==> src/rtl/tdm_mux8_pkg.sv <==
// ---------------------------------------------------------------------------
// tdm_mux8_pkg
//   Shared definitions for the 8-slot TDM multiplexer:
//     - state_e     : FSM state encoding (IDLE / SEND)
//     - SLOT_W      : width of the slot index (sel)
//     - NSLOT       : number of slots per frame
//     - hold_cnt_w  : width of the per-slot hold counter for a given HOLD
// ---------------------------------------------------------------------------
package tdm_mux8_pkg;

  localparam int SLOT_W = 3;
  localparam int NSLOT  = 8;

  typedef enum logic {
    IDLE = 1'b0,
    SEND = 1'b1
  } state_e;

  // Width of a counter that runs 0..hold-1; never narrower than one bit so
  // that HOLD=1 still yields a legal vector.
  function automatic int hold_cnt_w(input int hold);
    return (hold <= 1) ? 1 : $clog2(hold);
  endfunction

endpackage : tdm_mux8_pkg

==> src/rtl/tdm_slot_cnt.sv <==
// ---------------------------------------------------------------------------
// tdm_slot_cnt
//   Hold counter plus slot counter. The hold counter runs 0..HOLD-1; each
//   time it wraps, the slot index advances by one. 'last' flags the final
//   cycle of the final slot of a frame.
//
//   Ports
//     clk    : clock, rising edge
//     rst    : asynchronous active-high reset
//     clear  : synchronous return of both counters to zero (has priority)
//     enable : advance the counters this cycle
//     sel    : current slot index
//     last   : slot == LAST_SLOT and hold counter == HOLD-1
// ---------------------------------------------------------------------------
module tdm_slot_cnt
  import tdm_mux8_pkg::*;
#(
  parameter int              HOLD      = 1,
  parameter logic [SLOT_W-1:0] LAST_SLOT = 3'd7
) (
  input  logic              clk,
  input  logic              rst,
  input  logic              clear,
  input  logic              enable,
  output logic [SLOT_W-1:0] sel,
  output logic              last
);

  localparam int            CW      = hold_cnt_w(HOLD);
  localparam logic [CW-1:0] CNT_MAX = CW'(HOLD - 1);

  logic [CW-1:0]     cnt_q;
  logic [CW-1:0]     cnt_d;
  logic [SLOT_W-1:0] sel_q;
  logic [SLOT_W-1:0] sel_d;
  logic              wrap_s;

  assign wrap_s = (cnt_q == CNT_MAX);

  // Next-state logic for the hold and slot counters.
  always_comb begin
    cnt_d = cnt_q;
    sel_d = sel_q;
    if (clear) begin
      cnt_d = '0;
      sel_d = '0;
    end else if (enable) begin
      if (wrap_s) begin
        // The slot index only advances here; the owner clears on 'last',
        // so the 7->0 roll-over never happens through this path.
        cnt_d = '0;
        sel_d = sel_q + 3'd1;
      end else begin
        cnt_d = cnt_q + CW'(1);
        sel_d = sel_q;
      end
    end else begin
      cnt_d = cnt_q;
      sel_d = sel_q;
    end
  end

  // Counter registers with asynchronous reset.
  always_ff @(posedge clk or posedge rst) begin
    if (rst) begin
      cnt_q <= '0;
      sel_q <= '0;
    end else begin
      cnt_q <= cnt_d;
      sel_q <= sel_d;
    end
  end

  assign sel  = sel_q;
  assign last = wrap_s && (sel_q == LAST_SLOT);

endmodule : tdm_slot_cnt

==> src/rtl/tdm_mux8.sv <==
// ---------------------------------------------------------------------------
// tdm_mux8
//   Time-division multiplexer: on a start request, the 8-bit parallel input
//   is captured into a shadow register and shifted out one slot at a time on
//   y, each slot held for HOLD cycles. A start in the frame's final cycle
//   chains a new frame with no gap.
//
//   Ports
//     clk        : clock, rising edge
//     rst        : asynchronous active-high reset
//     start      : request one frame (sampled on clk edges)
//     d[7:0]     : slot data, d[i] goes out in slot i
//     y          : serial TDM line (shadow[sel] while valid, else 0)
//     sel[2:0]   : current slot index
//     valid      : high while a frame is being sent
//     busy       : identical to valid
//     frame_done : one-cycle pulse in the last cycle of a frame
//
//   All outputs are decoded from registers only; start and d reach no
//   output combinationally.
// ---------------------------------------------------------------------------
module tdm_mux8
  import tdm_mux8_pkg::*;
#(
  parameter int HOLD  = 1,
  parameter int NSLOT = 8
) (
  input  logic              clk,
  input  logic              rst,
  input  logic              start,
  input  logic [7:0]        d,
  output logic              y,
  output logic [SLOT_W-1:0] sel,
  output logic              valid,
  output logic              busy,
  output logic              frame_done
);

  localparam logic [SLOT_W-1:0] LAST_SLOT = SLOT_W'(NSLOT - 1);

  state_e            state_q;
  logic [7:0]        shadow_q;
  logic [SLOT_W-1:0] sel_s;
  logic              last_s;
  logic              send_s;
  logic              cnt_clear_s;
  logic              cnt_en_s;

  assign send_s = (state_q == SEND);

  // Counters sit at zero in IDLE; they are also zeroed on the final cycle
  // so that an idle return or a chained frame both start from slot 0.
  assign cnt_clear_s = !send_s || last_s;
  assign cnt_en_s    = send_s;

  tdm_slot_cnt #(
    .HOLD      (HOLD),
    .LAST_SLOT (LAST_SLOT)
  ) u_slot_cnt (
    .clk    (clk),
    .rst    (rst),
    .clear  (cnt_clear_s),
    .enable (cnt_en_s),
    .sel    (sel_s),
    .last   (last_s)
  );

  // Frame FSM and shadow capture; start is honoured only in IDLE or in the
  // final cycle of a frame, otherwise it is dropped.
  always_ff @(posedge clk or posedge rst) begin
    if (rst) begin
      state_q  <= IDLE;
      shadow_q <= 8'h00;
    end else begin
      case (state_q)
        IDLE: begin
          if (start) begin
            state_q  <= SEND;
            shadow_q <= d;
          end else begin
            state_q  <= IDLE;
            shadow_q <= shadow_q;
          end
        end
        SEND: begin
          if (last_s) begin
            if (start) begin
              state_q  <= SEND;
              shadow_q <= d;
            end else begin
              state_q  <= IDLE;
              shadow_q <= shadow_q;
            end
          end else begin
            state_q  <= SEND;
            shadow_q <= shadow_q;
          end
        end
        default: begin
          state_q  <= IDLE;
          shadow_q <= 8'h00;
        end
      endcase
    end
  end

  // Output decode: everything is forced low outside SEND.
  assign valid      = send_s;
  assign busy       = send_s;
  assign sel        = send_s ? sel_s : 3'd0;
  assign y          = send_s & shadow_q[sel_s];
  assign frame_done = send_s & last_s;

endmodule : tdm_mux8

==> config.mk <==
export PLATFORM = sky130hd
export DESIGN_NAME = tdm_mux8
export DESIGN_NICKNAME = d
export VERILOG_FILES = /design/src/rtl/tdm_mux8_pkg.sv /design/src/rtl/tdm_slot_cnt.sv /design/src/rtl/tdm_mux8.sv
export SDC_FILE = /design/constraint.sdc
export NUM_CORES = 1
export LEC_CHECK = 0
export CELL_PAD_IN_SITES_DETAIL_PLACEMENT = 1
export CELL_PAD_IN_SITES_GLOBAL_PLACEMENT = 1
export CORE_MARGIN = 3
export CORE_UTILIZATION = 34
export DETAILED_ROUTE_END_ITERATION = 8
export PLACE_DENSITY = 0.81
export SLEW_MARGIN = 20
export SYNTH_ARGS = -nofsm -noshare
export SYNTH_HDL_FRONTEND = slang
export SYNTH_SLANG_ARGS = --single-unit
==> constraint.sdc <==
create_clock -name clk -period 1.8 [get_ports clk]
set_input_delay 0.27 -clock clk [delete_from_list [all_inputs] [get_ports clk]]
set_output_delay 0.27 -clock clk [all_outputs]
set_load 0.01 [all_outputs]
==> impl_metrics.csv, run 1 <==
group,metric,value,unit
sta,clock.fmax,539,MHz
synth,synth-simple-area-share,9.78,%
clock_tree,clock_sinks,12,
synth,synth_top_family_by_area,"multiplexers",
synth,synthAdderAreaFrac,6.52,%
synth,syn_inst,42,
setup_path,cp_max_fo,3,
synth,syn_area,576,sq um
setup_path,crit_path_top_delay_cell,"mux4_2",
status,status,"complete, but fails checks",
sta,layout_min_cycle_time,1.85,ns
route,wl_per_cell,14.5,microns
sta,fin_skew,0.00281,ns
clock_tree,cts_tree,"done",
route,ant_nets,0,
clock_tree,cts_max_level,1,
setup_path,crit_chain,"buf_4 > mux4_2 > a22o_1 > buf_2",
synth,synth_compound_area_share,2.83,%
sta,drv_slew,0,
setup_path,worstPathArrival,1.58,ns
synth,synth_edf_count,0,
synth,synth.most_common_cell,"dfrtp_1",
global_route,overflow,0,
clock_tree,clockBufferDepth,2,
synth,postSynthAreaPerCell,13.7,sq um
cells_and_area,diodes,0,
setup_path,cp_data_required_time,1.53,ns
route,drt-initial-drc-count,0,
placed_design,gp_congestion,0.681,
pwr,powerDensity,1700,nW/um^2
synth,synth_nets,56,
pwr,peakVddDrop,0.745,mV
route,drc,0,
global_route,grt_max_degree,13,
synth,ys_ff_latch,12,
clock_tree,cts_buffers,3,
cells_and_area,nNetsFinal,81,
placed_design,dp.cells,76,
route,drt-total-wl,1190,microns
synth,yosys-mux-area-fraction,24.8,%
synth,netlist_top_cells_area,"dfrtp_1, mux2_2, mux4_1, ha_1, and2_1",
sta,holdWs,0.297,ns
floorplan,initial_utilization,37.3,%
synth,yosysSeqAreaShare,52.2,%
synth,yosysWarnings,0,
clock_tree,cts_root_buffer,"clkbuf_4",
synth,ys_types,14,
worst_hold_path,worstHoldPathType,"input port to async pin",
floorplan,fp.dieArea,2220,sq um
sta,setup_viol,1,
clock_tree,cts_hold_buf,0,
floorplan,core,1540,sq um
sta,min_period_over_period,103,%
clock_tree,clock_latency,0.27,ns
global_route,grt_usage,13.4,%
setup_path,max_stage_delay,0.48,ns
synth,synth_top_area_cell,"dfrtp_1",
synth,synth_flop_cell,"dfrtp_1",
setup_path,crit_path_start_kind,"register",
setup_path,cp_top_family,"multiplexers",
synth,synth_top_area_share,52.2,%
global_route,grt_pass1_wl,1950,microns
global_route,grt_pass1_vias,425,
route,drt-pass1-iter-count,1,
sta,rsz0062_at_grt,"true",
route,vias,404,
synth,yosys.area_share.xor_xnor,0,%
cells_and_area,drive_gt1_share,37.9,%
floorplan,die_h,47.1,microns
route,vias_per_cell,4.93,
floorplan,io_pins,18,
setup_path,path_class,"register to output pin",
synth,synthTopCellsByCount,"dfrtp_1, mux2_2, inv_1",
floorplan,fp.dieW,47.1,microns
pwr,total_power,1390,uW
placed_design,io_buffer_count,17,
setup_path,end_kind,"output pin",
cells_and_area,stdcell_count,82,
sta,fin_ws,-0.0548,ns
setup_path,critPathBufInv,2,
job,drv_cap,0,
status,violations,"negative setup slack",
sta,slew_headroom,69.5,%
synth,async_reset_ff_share,100,%
clock_tree,path_clk_slew,0.07,ns
floorplan,core.rowCount,14,
placed_design,dp_hpwl,942,microns
global_route,antenna_found_initial,0,
sta,hold_violations,0,
pwr,power_leakage,0.000387,uW
cells_and_area,synthToLayoutAreaGrowth,42.6,%
sta,tightest_slew,0.457,ns
==> through the flow <==
stage / worst slack, ns / utilization, % / cell area, sq um / TNS (ns)
2_1_floorplan: 0.204 / - / 576 / 0
3_3_place_gp: -0.0793 / 50.2 / 773 / -0.113
3_5_place_dp: -0.132 / 50.2 / 773 / -0.365
4_1_cts: -0.0766 / 52.7 / 812 / -0.0766
5_1_grt: -0.125 / 53.2 / 821 / -0.125
6_report: -0.0548 / 53.2 / 821 / -0.0548
==> worst register-to-register path, stage by stage, from the launching register on <==
cell and delay (ns):
dfrtp_1 0.40, buf_4 0.14, ha_2 0.19, ha_1 0.17, nand2b_1 0.20, nand2_4 0.16
mux2_2 0.36
==> cells in the final DEF (no fill, tap or decap) <==
cell             netlist  routed
inv_1                  4       4
nand2_4                0       1
a21o_1                 1       1
dlymetal6s2s_1         0       1
buf_4                  1       4
dfrtp_1               12      11
and2_2                 1       1
mux2_2                 8       8
a22o_1                 1       1
clkdlybuf4s50_1        0      14
ha_1                   3       1
ha_2                   0       2
clkbuf_8               0       1
nor2_1                 3       3
and2_1                 3       3
dfrtp_2                0       1
buf_2                  0       2
nand2b_1               1       1
clkbuf_4               0       3
mux4_2                 0       2
nor2b_1                1       1
==> final cells by class <==
type                    instances  area, sq um
fillers                       170          721
flip-flops and latches         12          302
multi-input cells              25          255
repair buffers                 21          193
clock buffers                   4         36.3
well taps                      16         20.0
inverters                       4         15.0
==> routing by layer <==
metal / GRT usage, % / vias to the layer above / wire length, microns
met5: 0 / - / 0
met4: 9.94 / 0 / 27
met3: 4.21 / 4 / 99
met2: 22.8 / 18 / 652
met1: 13.8 / 192 / 406
li1: - / 190 / -
==> where the power goes <==
part,internal (uW),switching [uW]
logic,429,249
registers,405,98.8
clock network,123,88.1
total,957,436
==> final timing paths <==
| path | start | end | slack (ns) | cells past startpoint |
|---|---|---|---|---|
| max | u_slot_cnt.sel[0]$_DFFE_PP0P_ | y | -0.05 | 4 |
| min | rst | shadow_q[6]$_DFFE_PP0P_ | 0.30 | 2 |
| max reg2reg | u_slot_cnt.sel[0]$_DFFE_PP0P_ | shadow_q[2]$_DFFE_PP0P_ | 0.09 | 6 |
| min reg2reg | shadow_q[7]$_DFFE_PP0P_ | shadow_q[7]$_DFFE_PP0P_ | 0.51 | 1 |
| max in group asynchronous | rst | busy$_DFF_PP0_ | 1.17 | 2 |
| min in group clk | shadow_q[7]$_DFFE_PP0P_ | shadow_q[7]$_DFFE_PP0P_ | 0.51 | 1 |
==> registers in the layout, summed over array words and instances, names as in the netlist <==
signal          flops
shadow_q            8
u_slot_cnt.sel      3
busy                1
==> logic make-up after synthesis <==
family | count (synthesis)
AO/OA/AOI/OAI | 2
adder cells (fa/ha/maj) | 3
buffers and inverters | 5
flip-flops | 12
multiplexers | 10
AND/OR/NAND/NOR | 10
==> what timing repair did <==
item	CTS	global route
setup buffers	2	0
setup endpoints to repair	10	11
resized for setup	12	3
pin swaps	0	0
(Power assumes the default switching activity.)
==> run 2, diff against run 1 <==
--- a/config.mk
+++ b/config.mk
@@ -10,7 +10,8 @@
 export CORE_MARGIN = 3
 export CORE_UTILIZATION = 34
 export DETAILED_ROUTE_END_ITERATION = 8
-export PLACE_DENSITY = 0.81
+export PLACE_DENSITY_LB_ADDON = 0.1
+export SETUP_SLACK_MARGIN = 0.05
 export SLEW_MARGIN = 20
 export SYNTH_ARGS = -nofsm -noshare
 export SYNTH_HDL_FRONTEND = slang
==> impl_metrics.csv, run 2 (synthesis gave the netlist of run 1 again) <==
group,metric,value,unit
status,status,"complete, but fails checks",
status,violations,"negative setup slack",
setup_path,max_stage_delay,0.48,ns
worst_hold_path,worstHoldPathType,"input port to async pin",
floorplan,core.rowCount,14,
setup_path,critPathBufInv,2,
global_route,antenna_found_initial,0,
pwr,seqPwrFrac,36.6,%
clock_tree,clock_sinks,12,
pwr,switchingPower,443,uW
sta,hold_violations,0,
pwr,power_frac_comb,51.8,%
cells_and_area,stdcell_count,82,
pwr,cellInternalPower,937,uW
pwr,total_power,1380,uW
route,drt-total-wl,1230,microns
pwr,peakVddDrop,0.731,mV
cells_and_area,drive_gt1_share,39.4,%
setup_path,crit_path_top_delay_cell,"mux4_2",
route,vias,411,
global_route,grt_usage,12.6,%
pwr,clkPwrFrac,11.6,%
route,vias_per_cell,5.01,
setup_path,crit_path_start_kind,"register",
pwr,power_leakage,0.000388,uW
setup_path,cp_max_fo,3,
clock_tree,cts_tree,"done",
cells_and_area,synthToLayoutAreaGrowth,45.2,%
route,drt-initial-drc-count,0,
route,drt-pass1-iter-count,1,
floorplan,core,1540,sq um
sta,setup_viol,1,
sta,fin_skew,0.00274,ns
cells_and_area,layout_common_cells,"clkdlybuf4s50_1, dfrtp_1, mux2_2",
global_route,overflow,0,
cells_and_area,largest_reg_flops,8,
clock_tree,cts_hold_buf,0,
sta,slew_headroom,69.8,%
floorplan,initial_utilization,37.3,%
setup_path,crit_chain,"buf_6 > mux4_2 > a22o_1 > buf_2",
floorplan,io_pins,18,
sta,layout_min_cycle_time,1.84,ns
placed_design,io_buffer_count,17,
clock_tree,path_clk_slew,0.07,ns
global_route,grt_max_degree,13,
sta,drv_slew,0,
floorplan,fp.dieW,47.1,microns
placed_design,dp_hpwl,936,microns
sta,rsz0062_at_grt,"true",
setup_path,cp_top_family,"multiplexers",
cells_and_area,nNetsFinal,82,
sta,tightest_slew,0.453,ns
clock_tree,cts_buffers,3,
setup_path,worstPathArrival,1.57,ns
sta,min_period_over_period,102,%
global_route,grt_pass1_vias,441,
cells_and_area,final_common_cell,"clkdlybuf4s50_1",
setup_path,cp_data_required_time,1.53,ns
clock_tree,cts_root_buffer,"clkbuf_4",
sta,clock.fmax,545,MHz
placed_design,dp.cells,76,
job,drv_cap,0,
floorplan,die_h,47.1,microns
route,drc,0,
setup_path,path_class,"register to output pin",
route,ant_nets,0,
clock_tree,cts_max_level,1,
route,wl_per_cell,15.0,microns
clock_tree,clock_latency,0.27,ns
floorplan,fp.dieArea,2220,sq um
placed_design,gp_congestion,0.729,
sta,fin_ws,-0.0364,ns
pwr,p_sw_share,32.1,%
sta,holdWs,0.305,ns
cells_and_area,diodes,0,
setup_path,end_kind,"output pin",
clock_tree,clockBufferDepth,2,
pwr,powerDensity,1650,nW/um^2
cells_and_area,regMostFlops,"shadow_q",
global_route,grt_pass1_wl,1880,microns
-- run 2: changes by cell type in the layout (fill, tap and decap cells not counted) --
| cell | before | now |
|---|---|---|
| buf_6 | 0 | 1 |
| nand2b_1 | 1 | 0 |
| ha_2 | 2 | 1 |
| nand2b_4 | 0 | 1 |
| ha_4 | 0 | 1 |
| clkbuf_8 | 1 | 0 |
-- run 2: metrics by stage --
step / setup slack [ns] / instance area, sq um / TNS (ns) / util, %
floorplan: 0.204 / 576 / 0 / -
global placement: -0.0897 / 773 / -0.108 / 50.2
detailed placement: -0.102 / 773 / -0.164 / 50.2
CTS: -0.0416 / 796 / -0.0416 / 51.6
global route: -0.123 / 836 / -0.123 / 54.2
finish: -0.0364 / 836 / -0.0364 / 54.2
-- run 2: worst reg2reg max path: cells and delay by family (launching register included) --
family / cells / cell delay, ns
mux: 1 / 0.35
simple gates: 2 / 0.26
fa+ha+maj: 2 / 0.33
buf+inv: 1 / 0.15
flops: 1 / 0.39
-- run 2: worst paths after layout --
kind                                                    start                       to  slack [ns]  depth (start not counted)
worst max-delay path            u_slot_cnt.sel[0]$_DFFE_PP0P_                        y       -0.04                          4
worst max register to register  u_slot_cnt.sel[0]$_DFFE_PP0P_  shadow_q[6]$_DFFE_PP0P_        0.19                          6
min in group clk                      shadow_q[3]$_DFFE_PP0P_  shadow_q[3]$_DFFE_PP0P_        0.52                          1
worst min register to register        shadow_q[3]$_DFFE_PP0P_  shadow_q[3]$_DFFE_PP0P_        0.52                          1
worst min-delay path                                      rst  shadow_q[7]$_DFFE_PP0P_        0.30                          2
max in group asynchronous                                 rst           busy$_DFF_PP0_        1.16                          2
-- run 2: timing repair --
action,in CTS,in global routing
setup endpoints to repair,12,12
gates resized for setup,14,4
pin swaps,0,1
setup buffers,1,2
cloned,0,0
-- run 2: metal layers --
layer / routed length, microns / GRT usage [%] / up-vias
met1: 484 / 13.6 / 201
met2: 633 / 22.2 / 15
met5: 0 / 0 / -
met4: 25 / 6.63 / 0
li1: - / - / 191
met3: 83 / 3.45 / 4
-- run 2: cell type report --
cell class | count | area, sq um
Clock buffer | 3 | 22.5
Fill cell | 163 | 706
Inverter | 4 | 15.0
Multi-Input combinational cell | 25 | 273
Sequential cell | 12 | 302
Tap cell | 16 | 20.0
Timing Repair Buffer | 22 | 204
-- run 2: power by group through the flow --
stage / clock [uW] / combinational [uW] / sequential [uW]
after CTS: 166 / 679 / 504
final: 160 / 715 / 504
after global placement: 0 / 632 / 495
after floorplan: 0 / 397 / 473
after detailed placement: 0 / 660 / 507
after global routing: 185 / 805 / 519
